===== src/rtl/hazard_ctrl_if.sv =====
// Hazard-unit signal bundle: pipeline stage register addresses and controls in, forwarding,
// stall/flush and status out. The master modport drives stage info; the slave is the hazard unit.
interface hazard_ctrl_if #(
  parameter int unsigned CNTW = 16
);
  logic [4:0]      rs1d;
  logic [4:0]      rs2d;
  logic [4:0]      rs1e;
  logic [4:0]      rs2e;
  logic [4:0]      rde;
  logic [1:0]      resrce;
  logic            pcsrce;
  logic [4:0]      rdm;
  logic            regwm;
  logic [4:0]      rdw;
  logic            regww;
  logic            dmem_req;
  logic            dmem_rdy;
  logic [1:0]      fwdae;
  logic [1:0]      fwdbe;
  logic            stallf;
  logic            stalld;
  logic            stalle;
  logic            stallm;
  logic            flushd;
  logic            flushe;
  logic            flushw;
  logic            err;
  logic [CNTW-1:0] stall_cnt;

  modport master (
    output rs1d, rs2d, rs1e, rs2e, rde, resrce, pcsrce, rdm, regwm, rdw, regww,
    output dmem_req, dmem_rdy,
    input  fwdae, fwdbe, stallf, stalld, stalle, stallm, flushd, flushe, flushw,
    input  err, stall_cnt
  );

  modport slave (
    input  rs1d, rs2d, rs1e, rs2e, rde, resrce, pcsrce, rdm, regwm, rdw, regww,
    input  dmem_req, dmem_rdy,
    output fwdae, fwdbe, stallf, stalld, stalle, stallm, flushd, flushe, flushw,
    output err, stall_cnt
  );
endinterface


===== src/rtl/hazard_ctrl.sv =====
// Pipeline hazard unit for the 5-stage core: EX operand forwarding, load-use bubble, branch
// flush, full freeze while a data-memory access waits, stall counter and sticky timeout error.
module hazard_ctrl #(
  parameter int unsigned TIMEOUT = 16,
  parameter int unsigned CNTW    = 16
) (
  input logic          clk,
  input logic          rst_n,
  hazard_ctrl_if.slave hz
);

  typedef enum logic [1:0] {StRun, StMwait, StErr} state_e;

  state_e          state_q;
  logic [7:0]      wait_q;
  logic            err_q;
  logic [CNTW-1:0] cnt_q;

  logic lwstall;
  logic memstall;
  logic stallf;

  // MEM-stage result takes priority over WB; x0 is never forwarded.
  function automatic logic [1:0] fwd_sel(input logic [4:0] rs, input logic [4:0] rdm,
                                         input logic regwm, input logic [4:0] rdw,
                                         input logic regww);
    if (regwm && (rdm != 5'd0) && (rdm == rs)) begin
      return 2'b10;
    end else if (regww && (rdw != 5'd0) && (rdw == rs)) begin
      return 2'b01;
    end
    return 2'b00;
  endfunction

  always_comb begin
    hz.fwdae = fwd_sel(hz.rs1e, hz.rdm, hz.regwm, hz.rdw, hz.regww);
    hz.fwdbe = fwd_sel(hz.rs2e, hz.rdm, hz.regwm, hz.rdw, hz.regww);
  end

  always_comb begin
    lwstall  = (hz.resrce == 2'b01) && (hz.rde != 5'd0) &&
               ((hz.rde == hz.rs1d) || (hz.rde == hz.rs2d));
    memstall = ((state_q == StRun) && hz.dmem_req && !hz.dmem_rdy) ||
               ((state_q == StMwait) && !hz.dmem_rdy) ||
               (state_q == StErr);
  end

  // A memory freeze overrides load-use and branch handling; they re-evaluate afterwards.
  always_comb begin
    stallf    = 1'b0;
    hz.stalld = 1'b0;
    hz.stalle = 1'b0;
    hz.stallm = 1'b0;
    hz.flushd = 1'b0;
    hz.flushe = 1'b0;
    hz.flushw = 1'b0;
    if (memstall) begin
      stallf    = 1'b1;
      hz.stalld = 1'b1;
      hz.stalle = 1'b1;
      hz.stallm = 1'b1;
      hz.flushw = 1'b1;
    end else begin
      stallf    = lwstall && !hz.pcsrce;
      hz.stalld = lwstall && !hz.pcsrce;
      hz.flushd = hz.pcsrce;
      hz.flushe = hz.pcsrce || lwstall;
    end
  end

  assign hz.stallf    = stallf;
  assign hz.err       = err_q;
  assign hz.stall_cnt = cnt_q;

  always_ff @(posedge clk or negedge rst_n) begin
    if (!rst_n) begin
      state_q <= StRun;
      wait_q  <= 8'd0;
      err_q   <= 1'b0;
      cnt_q   <= '0;
    end else begin
      if (stallf && (cnt_q != {CNTW{1'b1}})) begin
        cnt_q <= cnt_q + CNTW'(1);
      end
      unique case (state_q)
        StRun: begin
          if (hz.dmem_req && !hz.dmem_rdy) begin
            state_q <= StMwait;
            wait_q  <= 8'd1;
          end
        end
        StMwait: begin
          if (hz.dmem_rdy) begin
            state_q <= StRun;
            wait_q  <= 8'd0;
          end else if (wait_q == 8'(TIMEOUT - 1)) begin
            state_q <= StErr;
            err_q   <= 1'b1;
          end else begin
            wait_q <= wait_q + 8'd1;
          end
        end
        StErr: begin
          err_q <= 1'b1;
        end
        default: begin
          state_q <= StRun;
        end
      endcase
    end
  end

endmodule


===== src/flat_wrapper.sv =====
// flat-port wrapper written by rule: the top's interface ports become plain ports
module hazard_ctrl_flat 
#(
  parameter int unsigned TIMEOUT = 16,
  parameter int unsigned CNTW    = 16
)
  (clk, rst_n, hz_rs1d, hz_rs2d, hz_rs1e, hz_rs2e, hz_rde, hz_resrce, hz_pcsrce, hz_rdm, hz_regwm, hz_rdw, hz_regww, hz_dmem_req, hz_dmem_rdy, hz_fwdae, hz_fwdbe, hz_stallf, hz_stalld, hz_stalle, hz_stallm, hz_flushd, hz_flushe, hz_flushw, hz_err, hz_stall_cnt);
  hazard_ctrl_if #(.CNTW(CNTW)) hz_i ();
  input logic clk;
  input logic rst_n;
  input wire logic [$bits(hz_i.rs1d)-1:0] hz_rs1d;
  input wire logic [$bits(hz_i.rs2d)-1:0] hz_rs2d;
  input wire logic [$bits(hz_i.rs1e)-1:0] hz_rs1e;
  input wire logic [$bits(hz_i.rs2e)-1:0] hz_rs2e;
  input wire logic [$bits(hz_i.rde)-1:0] hz_rde;
  input wire logic [$bits(hz_i.resrce)-1:0] hz_resrce;
  input wire logic [$bits(hz_i.pcsrce)-1:0] hz_pcsrce;
  input wire logic [$bits(hz_i.rdm)-1:0] hz_rdm;
  input wire logic [$bits(hz_i.regwm)-1:0] hz_regwm;
  input wire logic [$bits(hz_i.rdw)-1:0] hz_rdw;
  input wire logic [$bits(hz_i.regww)-1:0] hz_regww;
  input wire logic [$bits(hz_i.dmem_req)-1:0] hz_dmem_req;
  input wire logic [$bits(hz_i.dmem_rdy)-1:0] hz_dmem_rdy;
  output wire logic [$bits(hz_i.fwdae)-1:0] hz_fwdae;
  output wire logic [$bits(hz_i.fwdbe)-1:0] hz_fwdbe;
  output wire logic [$bits(hz_i.stallf)-1:0] hz_stallf;
  output wire logic [$bits(hz_i.stalld)-1:0] hz_stalld;
  output wire logic [$bits(hz_i.stalle)-1:0] hz_stalle;
  output wire logic [$bits(hz_i.stallm)-1:0] hz_stallm;
  output wire logic [$bits(hz_i.flushd)-1:0] hz_flushd;
  output wire logic [$bits(hz_i.flushe)-1:0] hz_flushe;
  output wire logic [$bits(hz_i.flushw)-1:0] hz_flushw;
  output wire logic [$bits(hz_i.err)-1:0] hz_err;
  output wire logic [$bits(hz_i.stall_cnt)-1:0] hz_stall_cnt;
  assign hz_i.rs1d = hz_rs1d;
  assign hz_i.rs2d = hz_rs2d;
  assign hz_i.rs1e = hz_rs1e;
  assign hz_i.rs2e = hz_rs2e;
  assign hz_i.rde = hz_rde;
  assign hz_i.resrce = hz_resrce;
  assign hz_i.pcsrce = hz_pcsrce;
  assign hz_i.rdm = hz_rdm;
  assign hz_i.regwm = hz_regwm;
  assign hz_i.rdw = hz_rdw;
  assign hz_i.regww = hz_regww;
  assign hz_i.dmem_req = hz_dmem_req;
  assign hz_i.dmem_rdy = hz_dmem_rdy;
  assign hz_fwdae = hz_i.fwdae;
  assign hz_fwdbe = hz_i.fwdbe;
  assign hz_stallf = hz_i.stallf;
  assign hz_stalld = hz_i.stalld;
  assign hz_stalle = hz_i.stalle;
  assign hz_stallm = hz_i.stallm;
  assign hz_flushd = hz_i.flushd;
  assign hz_flushe = hz_i.flushe;
  assign hz_flushw = hz_i.flushw;
  assign hz_err = hz_i.err;
  assign hz_stall_cnt = hz_i.stall_cnt;
  hazard_ctrl #(.TIMEOUT(TIMEOUT), .CNTW(CNTW)) u_core (.clk(clk), .rst_n(rst_n), .hz(hz_i));
endmodule

===== config.mk =====
export PLATFORM = sky130hd
export DESIGN_NAME = hazard_ctrl_flat
export DESIGN_NICKNAME = d
export VERILOG_FILES = /design/src/rtl/hazard_ctrl_if.sv /design/src/rtl/hazard_ctrl.sv /design/src/flat_wrapper.sv
export SDC_FILE = /design/constraint.sdc
export NUM_CORES = 1
export LEC_CHECK = 0
export ABC_AREA = 1
export BUFFER_PORTS_ARGS = -buffer_cell sky130_fd_sc_hd__buf_2
export CAP_MARGIN = 25
export CORE_ASPECT_RATIO = 0.5
export CORE_MARGIN = 2
export CORE_UTILIZATION = 35
export CTS_BUF_LIST = sky130_fd_sc_hd__clkbuf_4
export CTS_CLUSTER_DIAMETER = 100
export DETAILED_ROUTE_END_ITERATION = 10
export SKIP_LAST_GASP = 1
export SYNTH_ARGS = -nofsm -noshare
export SYNTH_HDL_FRONTEND = slang
export SYNTH_SLANG_ARGS = --single-unit
export TNS_END_PERCENT = 30

===== constraint.sdc =====
create_clock -name clk -period 1.65 [get_ports clk]
set_clock_uncertainty 0.05 [all_clocks]
set_input_delay 0.33 -clock clk [delete_from_list [all_inputs] [get_ports clk]]
set_output_delay 0.33 -clock clk [all_outputs]
set_load 0.01 [all_outputs]

==> flow_summary_export.csv, run 1 <==
group,metric,value,unit
timing,setup_viol,8,
cells_and_area,n_antenna_cell,0,
cells_and_area,area_growth,34.2,%
synthesis,yosysTopAreaCell,"dfrtp_1",
power,swShare,25.9,%
cells_and_area,seq_area,676,sq um
route,finalWirelength,5.16,mm
cells_and_area,final_cell_area,0.00274,sq mm
floorplan,start_util,36.7,%
floorplan,die_w,112,microns
timing,slew_viol_final,0,
global_route,antenna_found_initial,0,
power,power_frac_clock,26.3,%
power,power_frac_seq,56.9,%
power,p_leak,1.51,nW
cts,h-tree-depth,1,
synthesis,yosys.cell_types.count,28,
worst_setup_path,cp_max_fo,5,
cells_and_area,nets,450,
cts,cts_tree,"done",
power,power.switching,0.303,mW
floorplan,num_io_pins,72,
worst_setup_path,cp_top_family,"flip-flops",
route,drtAntennaViolNets,0,
floorplan,coreArea,0.00556,sq mm
global_route,overflow,0,
synthesis,synth.most_common_cell,"nand2_1",
synthesis,ys_ff_latch,27,
worst_setup_path,end_kind,"primary output",
synthesis,synthFlopType,"dfrtp_1",
synthesis,syn_nets,352,
synthesis,syn_area,0.00204,sq mm
synthesis,yosysWarnings,0,
synthesis,yosys-top-cells-count,"98 x nand2_1, 41 x inv_1, 36 x nor2_1, 27 x dfrtp_1, 27 x nand3_1",
placement,port-buffer-count,71,
worst_setup_path,slowest_delay,440,ps
min_path,hold_class,"in -> reg",
route,vias_per_cell,4.58,
synthesis,synth-edff-count,0,
status,status,"finished with violations",
worst_setup_path,slowest_stage,"dfrtp_1",
floorplan,fp.dieH,58.0,microns
synthesis,syn_avg_cell_area,6.67,sq um
cts,clockRootBuffer,"clkbuf_4",
cells_and_area,fillCellCount,542,
worst_setup_path,path_cells,"nor2_2, nand2_1, nand2_2, inv_2, a21oi_2, buf_2",
cts,clock_latency,330,ps
cts,clock_path_buffers,2,
power,p_comb_share,16.7,%
route,num_vias,2179,
job,maxCapViolCount,0,
synthesis,synth_top_area_share,33.1,%
timing,timing.slew.headroom,58.2,%
global_route,grt_pass1_wl,8.51,mm
floorplan,rows,19,
timing,postLayoutSetupSlackWorst,-132,ps
route,drcViolationCount,0,
power,cellPowerDensity,426,mW/mm^2
worst_setup_path,crit_buf_inv,2,
placement,gp_congestion,0.974,
global_route,grt_pass1_vias,2027,
timing,hold_viol,0,
timing,fin_crit_sh,108,%
cts,cts.clk_slew.worst_paths,140,ps
timing,tightest_slew,627,ps
timing,period_minus_slack,1780,ps
worst_setup_path,crit_required,1270,ps
route,first_pass_iters,4,
floorplan,dieArea,0.00649,sq mm
global_route,grt_usage,15.6,%
cells_and_area,drive_gt1_share,32.3,%
placement,place_ws,-43.3,ps
synthesis,synth_cells,306,
route,wl_per_cell,10.8,microns
cts,cts.sinks,27,
synthesis,synthTopCellsByArea,"dfrtp_1 33%, nand2_1 18%, inv_1 7.5%",
status,violations,"negative setup slack",
cells_and_area,multiInputGateArea,0.00119,sq mm
global_route,grt_max_degree,28,
route,dr.first_iter.drc_count,135,
placement,post_dp_cell_area,0.00258,sq mm
worst_setup_path,cp-start-kind,"register",
cts,cts_made_buffers,3,
worst_setup_path,crit_type,"reg -> out",
power,p_int,0.865,mW
timing,fmax,561,MHz
timing,rsz0062_at_grt,"true",
placement,dp_hpwl,4.01,mm
power,peakVddDrop,0.274,mV
synthesis,async_flop_share,100,%
synthesis,yosysSeqAreaShare,33.1,%
worst_setup_path,arrival,1400,ps
## per-stage QoR
step	utilization (%)	hold WS (ps)	setup TNS (ps)	total power [mW]	std cells
2_1_floorplan	-	-15.6	0	0.762	306
3_3_place_gp	46.4	336	-20.2	0.863	463
3_5_place_dp	46.4	337	-464	0.870	463
4_1_cts	48.0	192	-771	1.18	473
5_1_grt	49.2	205	-2620	1.24	476
6_report	49.2	202	-490	1.17	476
## layout make-up
class                           count  area share (%)
Timing Repair Buffer              100            21.2
Multi-Input combinational cell    227            43.6
Inverter                           45            6.17
Sequential cell                    27            24.7
Clock buffer                        4            1.10
Tap cell                           73            3.33
## power by group through the flow
stage | Sequential [mW] | Combinational [mW] | Clock [mW]
after floorplan | 0.677 | 0.0853 | 0
after global placement | 0.677 | 0.185 | 0
after detailed placement | 0.677 | 0.192 | 0
after CTS | 0.665 | 0.196 | 0.323
after global routing | 0.665 | 0.220 | 0.351
final | 0.665 | 0.195 | 0.307
## logic make-up after synthesis
| kind of cell | Yosys count | synth area share (%) |
|---|---|---|
| xor gates and xnor gates | 28 | 12.0 |
| and+or+nand+nor | 185 | 39.2 |
| DFF | 27 | 33.1 |
| adders and majority gates | 2 | 1.23 |
| AOI/OAI and AO/OA | 12 | 3.25 |
| buffers and inverters | 52 | 11.2 |
## cells in the final DEF (no fill, tap or decap), types with 3 or more instances in the layout
master / netlist / layout
nor2_1: 36 / 32
inv_2: 4 / 6
nor3_2: 2 / 3
o21ai_0: 7 / 6
nand2_1: 98 / 94
xor2_1: 14 / 14
inv_1: 41 / 39
nand3_2: 1 / 4
buf_4: 3 / 27
nor2_2: 2 / 6
xnor2_1: 14 / 14
nand3_1: 27 / 24
buf_2: 2 / 71
nor3_1: 5 / 4
dfrtp_1: 27 / 27
clkbuf_4: 0 / 4
nand4_1: 7 / 7
## sequential cells by signal (all words and copies together) (netlist names)
name / flops
u_core.state_q: 2
u_core.hz.err: 1
u_core.hz.stall_cnt: 16
u_core.wait_q: 8
## repair_timing
item / in CTS / in global routing
hold buffers: 1 / 0
endpoints found under the hold margin: 27 / 0
buffers inserted: 5 / 4
gates resized for setup: 6 / 14
pin swaps: 3 / 9
setup endpoints to repair: 17 / 35
## worst reg2reg max path, stage by stage, from the launching register on
cell and delay, ps:
dfrtp_1 400, ha_2 190, nand3_2 70, nor2_2 140, buf_4 130, nand4_1 130, nor3_1 250, nand2_1 90
nand2_1 60, nand2_1 50
## layer usage
metal,part of all wire (%),global-route usage (%),vias up
met5,0,0,-
met4,0.62,3.31,0
met3,5.3,2.41,4
met2,48,30.0,63
met1,46,19.1,973
li1,-,-,1139
## worst paths after layout
path | slack (ps) | cells past startpoint | from | endpoint
max in group asynchronous | 650 | 2 | rst_n | u_core.hz.stall_cnt[11]$_DFFE_PN0P_
worst max register to register | 10 | 9 | u_core.hz.stall_cnt[1]$_DFFE_PN0P_ | u_core.hz.stall_cnt[14]$_DFFE_PN0P_
worst min register to register | 440 | 1 | u_core.hz.err$_DFFE_PN0P_ | u_core.hz.err$_DFFE_PN0P_
min in group asynchronous | 490 | 2 | rst_n | u_core.hz.stall_cnt[0]$_DFFE_PN0P_
worst max-delay path | -130 | 6 | u_core.state_q[0]$_DFFE_PN0P_ | hz_flushe
worst min-delay path | 200 | 2 | hz_dmem_rdy | u_core.wait_q[6]$_DFFE_PN0P_
(Power assumes the default switching activity.)
==> run 2, diff against run 1 <==
BUFFER_PORTS_ARGS = not set   (was -buffer_cell sky130_fd_sc_hd__buf_2)
DONT_BUFFER_PORTS = 1   (was not set)
==> run 2 against run 1 <==
Against the previous run:
- the run still ends with negative setup slack left
- via count decreased by 8.7%
- non-clock buffer count decreased by 61
- combinational power decreased by 36%
- die area unchanged
- flip-flop and latch count unchanged
- critical path depth decreased by 1
- maximum frequency increased by 6.8%
- wire length decreased by 5.5%
- critical path type unchanged
- largest cell class unchanged
- highest routed layer unchanged
==> flow_summary_export.csv, run 2 (synthesis results as in run 1) <==
group,metric,value,unit
cts,clockRootBuffer,"clkbuf_4",
worst_setup_path,arrival,1290,ps
cells_and_area,n_antenna_cell,0,
global_route,grt_pass1_wl,8.14,mm
route,dr.first_iter.drc_count,92,
power,peakVddDrop,0.277,mV
worst_setup_path,cp_max_fo,5,
route,num_vias,1989,
worst_setup_path,slowest_stage,"dfrtp_1",
status,status,"finished with violations",
cts,cts.clk_slew.worst_paths,150,ps
cells_and_area,final_util,46.1,%
worst_setup_path,reg2reg_slack,10,ps
floorplan,fp.dieH,58.0,microns
worst_setup_path,r2r_cells,9,
cells_and_area,largest_register_ffs,16,
worst_setup_path,path_cells,"nor2_2, nand2_2, nand2_4, nand2_4, buf_12",
power,cellPowerDensity,423,mW/mm^2
worst_setup_path,end_kind,"primary output",
timing,timing.slew.headroom,71.7,%
placement,port-buffer-count,0,
timing,tightest_slew,421,ps
global_route,overflow,0,
route,finalWirelength,4.87,mm
min_path,worstHoldPathCells,3,
floorplan,num_io_pins,72,
floorplan,die_w,112,microns
timing,hold-worst-slack,172,ps
floorplan,coreArea,0.00556,sq mm
timing,slew_viol_final,0,
min_path,hold_class,"in -> reg",
global_route,antenna_found_initial,0,
route,drcViolationCount,0,
cells_and_area,area_growth,25.6,%
timing,fmax,599,MHz
timing,period_minus_slack,1670,ps
worst_setup_path,r2r_end,"u_core.hz.stall_cnt[2]$_DFFE_PN0P_",
cts,clock_latency,330,ps
worst_setup_path,slowest_delay,450,ps
floorplan,dieArea,0.00649,sq mm
placement,post_dp_cell_area,0.00230,sq mm
cts,cts.sinks,27,
worst_setup_path,crit_type,"reg -> out",
timing,postLayoutSetupSlackWorst,-18.9,ps
route,wl_per_cell,11.7,microns
global_route,grt_usage,15.1,%
min_path,hold_path.startpoint,"hz_dmem_rdy",
job,maxCapViolCount,0,
power,power,1.08,mW
cells_and_area,nets,389,
cts,cts_made_buffers,3,
placement,dp_hpwl,3.77,mm
route,vias_per_cell,4.79,
route,drtAntennaViolNets,0,
global_route,grt_pass1_vias,1950,
power,p_leak,1.32,nW
worst_setup_path,crit_buf_inv,1,
timing,setup_viol,6,
global_route,grt_max_degree,28,
worst_setup_path,crit_required,1270,ps
cts,h-tree-depth,1,
placement,place_ws,32.2,ps
cts,clock_path_buffers,2,
cells_and_area,final_cell_area,0.00256,sq mm
worst_setup_path,cp-start-kind,"register",
cts,cts_tree,"done",
timing,hold_viol,0,
cells_and_area,layout_common_cells,"94 x nand2_1, 40 x inv_1, 32 x buf_4",
placement,gp_congestion,0.884,
worst_setup_path,cp_top_family,"flip-flops",
timing,fin_crit_sh,101,%
cells_and_area,final_common_cell,"nand2_1",
cells_and_area,fillCellCount,555,
route,first_pass_iters,4,
min_path,min_delay_worst_endpoint,"u_core.wait_q[0]$_DFFE_PN0P_",
floorplan,start_util,36.7,%
worst_setup_path,rr_startpoint,"u_core.state_q[1]$_DFFE_PN0P_",
cells_and_area,drive_gt1_share,20.2,%
timing,rsz0062_at_grt,"true",
worst_setup_path,crit_top_cell,"nand2_4",
floorplan,rows,19,
status,violations,"negative setup slack",
run 2: power breakdown:
group          switching, mW  internal [mW]
sequential           0.00137          0.663
combinational         0.0621         0.0623
clock                  0.205         0.0909
run 2: routing by layer:
layer,vias up,wire length [microns],global-route usage [%]
met5,-,0,0
met4,0,29,2.61
met2,59,2550,30.6
met3,2,281,3.45
met1,912,2010,16.8
li1,1016,-,-
run 2: layout make-up:
cell class                 count  area (sq um)  share of cell area (%)
clock buffer                   3          22.5                   0.879
clock inverter                 1          5.00                   0.195
inverter                      45           171                    6.69
multi-input combinational    227          1220                    47.6
sequential                    27           676                    26.4
tap                           73          91.3                    3.56
timing repair buffer          39           377                    14.7
run 2: repair_timing:
item                                   4_1_cts  5_1_grt
hold buffers                                 2        1
setup endpoints to repair                    7       29
resized for setup                           13       12
endpoints found under the hold margin       27        1
pin swaps                                    4        3
cloned                                       2        0
setup buffers                                5        0
run 2: worst min-delay path, delay by kind of cell:
family	cells	cell delay, ps
compound gates	1	90
simple gates	2	100
run 2: worst max-delay path by stage:
| stage | to | from | slack [ps] | cells past startpoint |
|---|---|---|---|---|
| 3_3_place_gp | u_core.hz.stall_cnt[15]$_DFFE_PN0P_ | u_core.hz.stall_cnt[0]$_DFFE_PN0P_ | 60 | 9 |
| 4_1_cts | hz_stallf | u_core.state_q[1]$_DFFE_PN0P_ | -20 | 5 |
| 5_1_grt | hz_stalld | u_core.state_q[1]$_DFFE_PN0P_ | -110 | 5 |
| 3_5_place_dp | u_core.hz.stall_cnt[5]$_DFFE_PN0P_ | u_core.hz.stall_cnt[0]$_DFFE_PN0P_ | 30 | 9 |
| 6_report | hz_stallf | u_core.state_q[1]$_DFFE_PN0P_ | -20 | 5 |
| 2_1_floorplan | u_core.hz.stall_cnt[13]$_DFFE_PN0P_ | u_core.hz.stall_cnt[0]$_DFFE_PN0P_ | 30 | 10 |
run 2: metrics by stage:
stage                     instances  setup TNS [ps]
after floorplan                 306               0
after global placement          401               0
after global routing            415           -2290
after detailed placement        401               0
after CTS                       414           -89.5
final                           415           -56.0
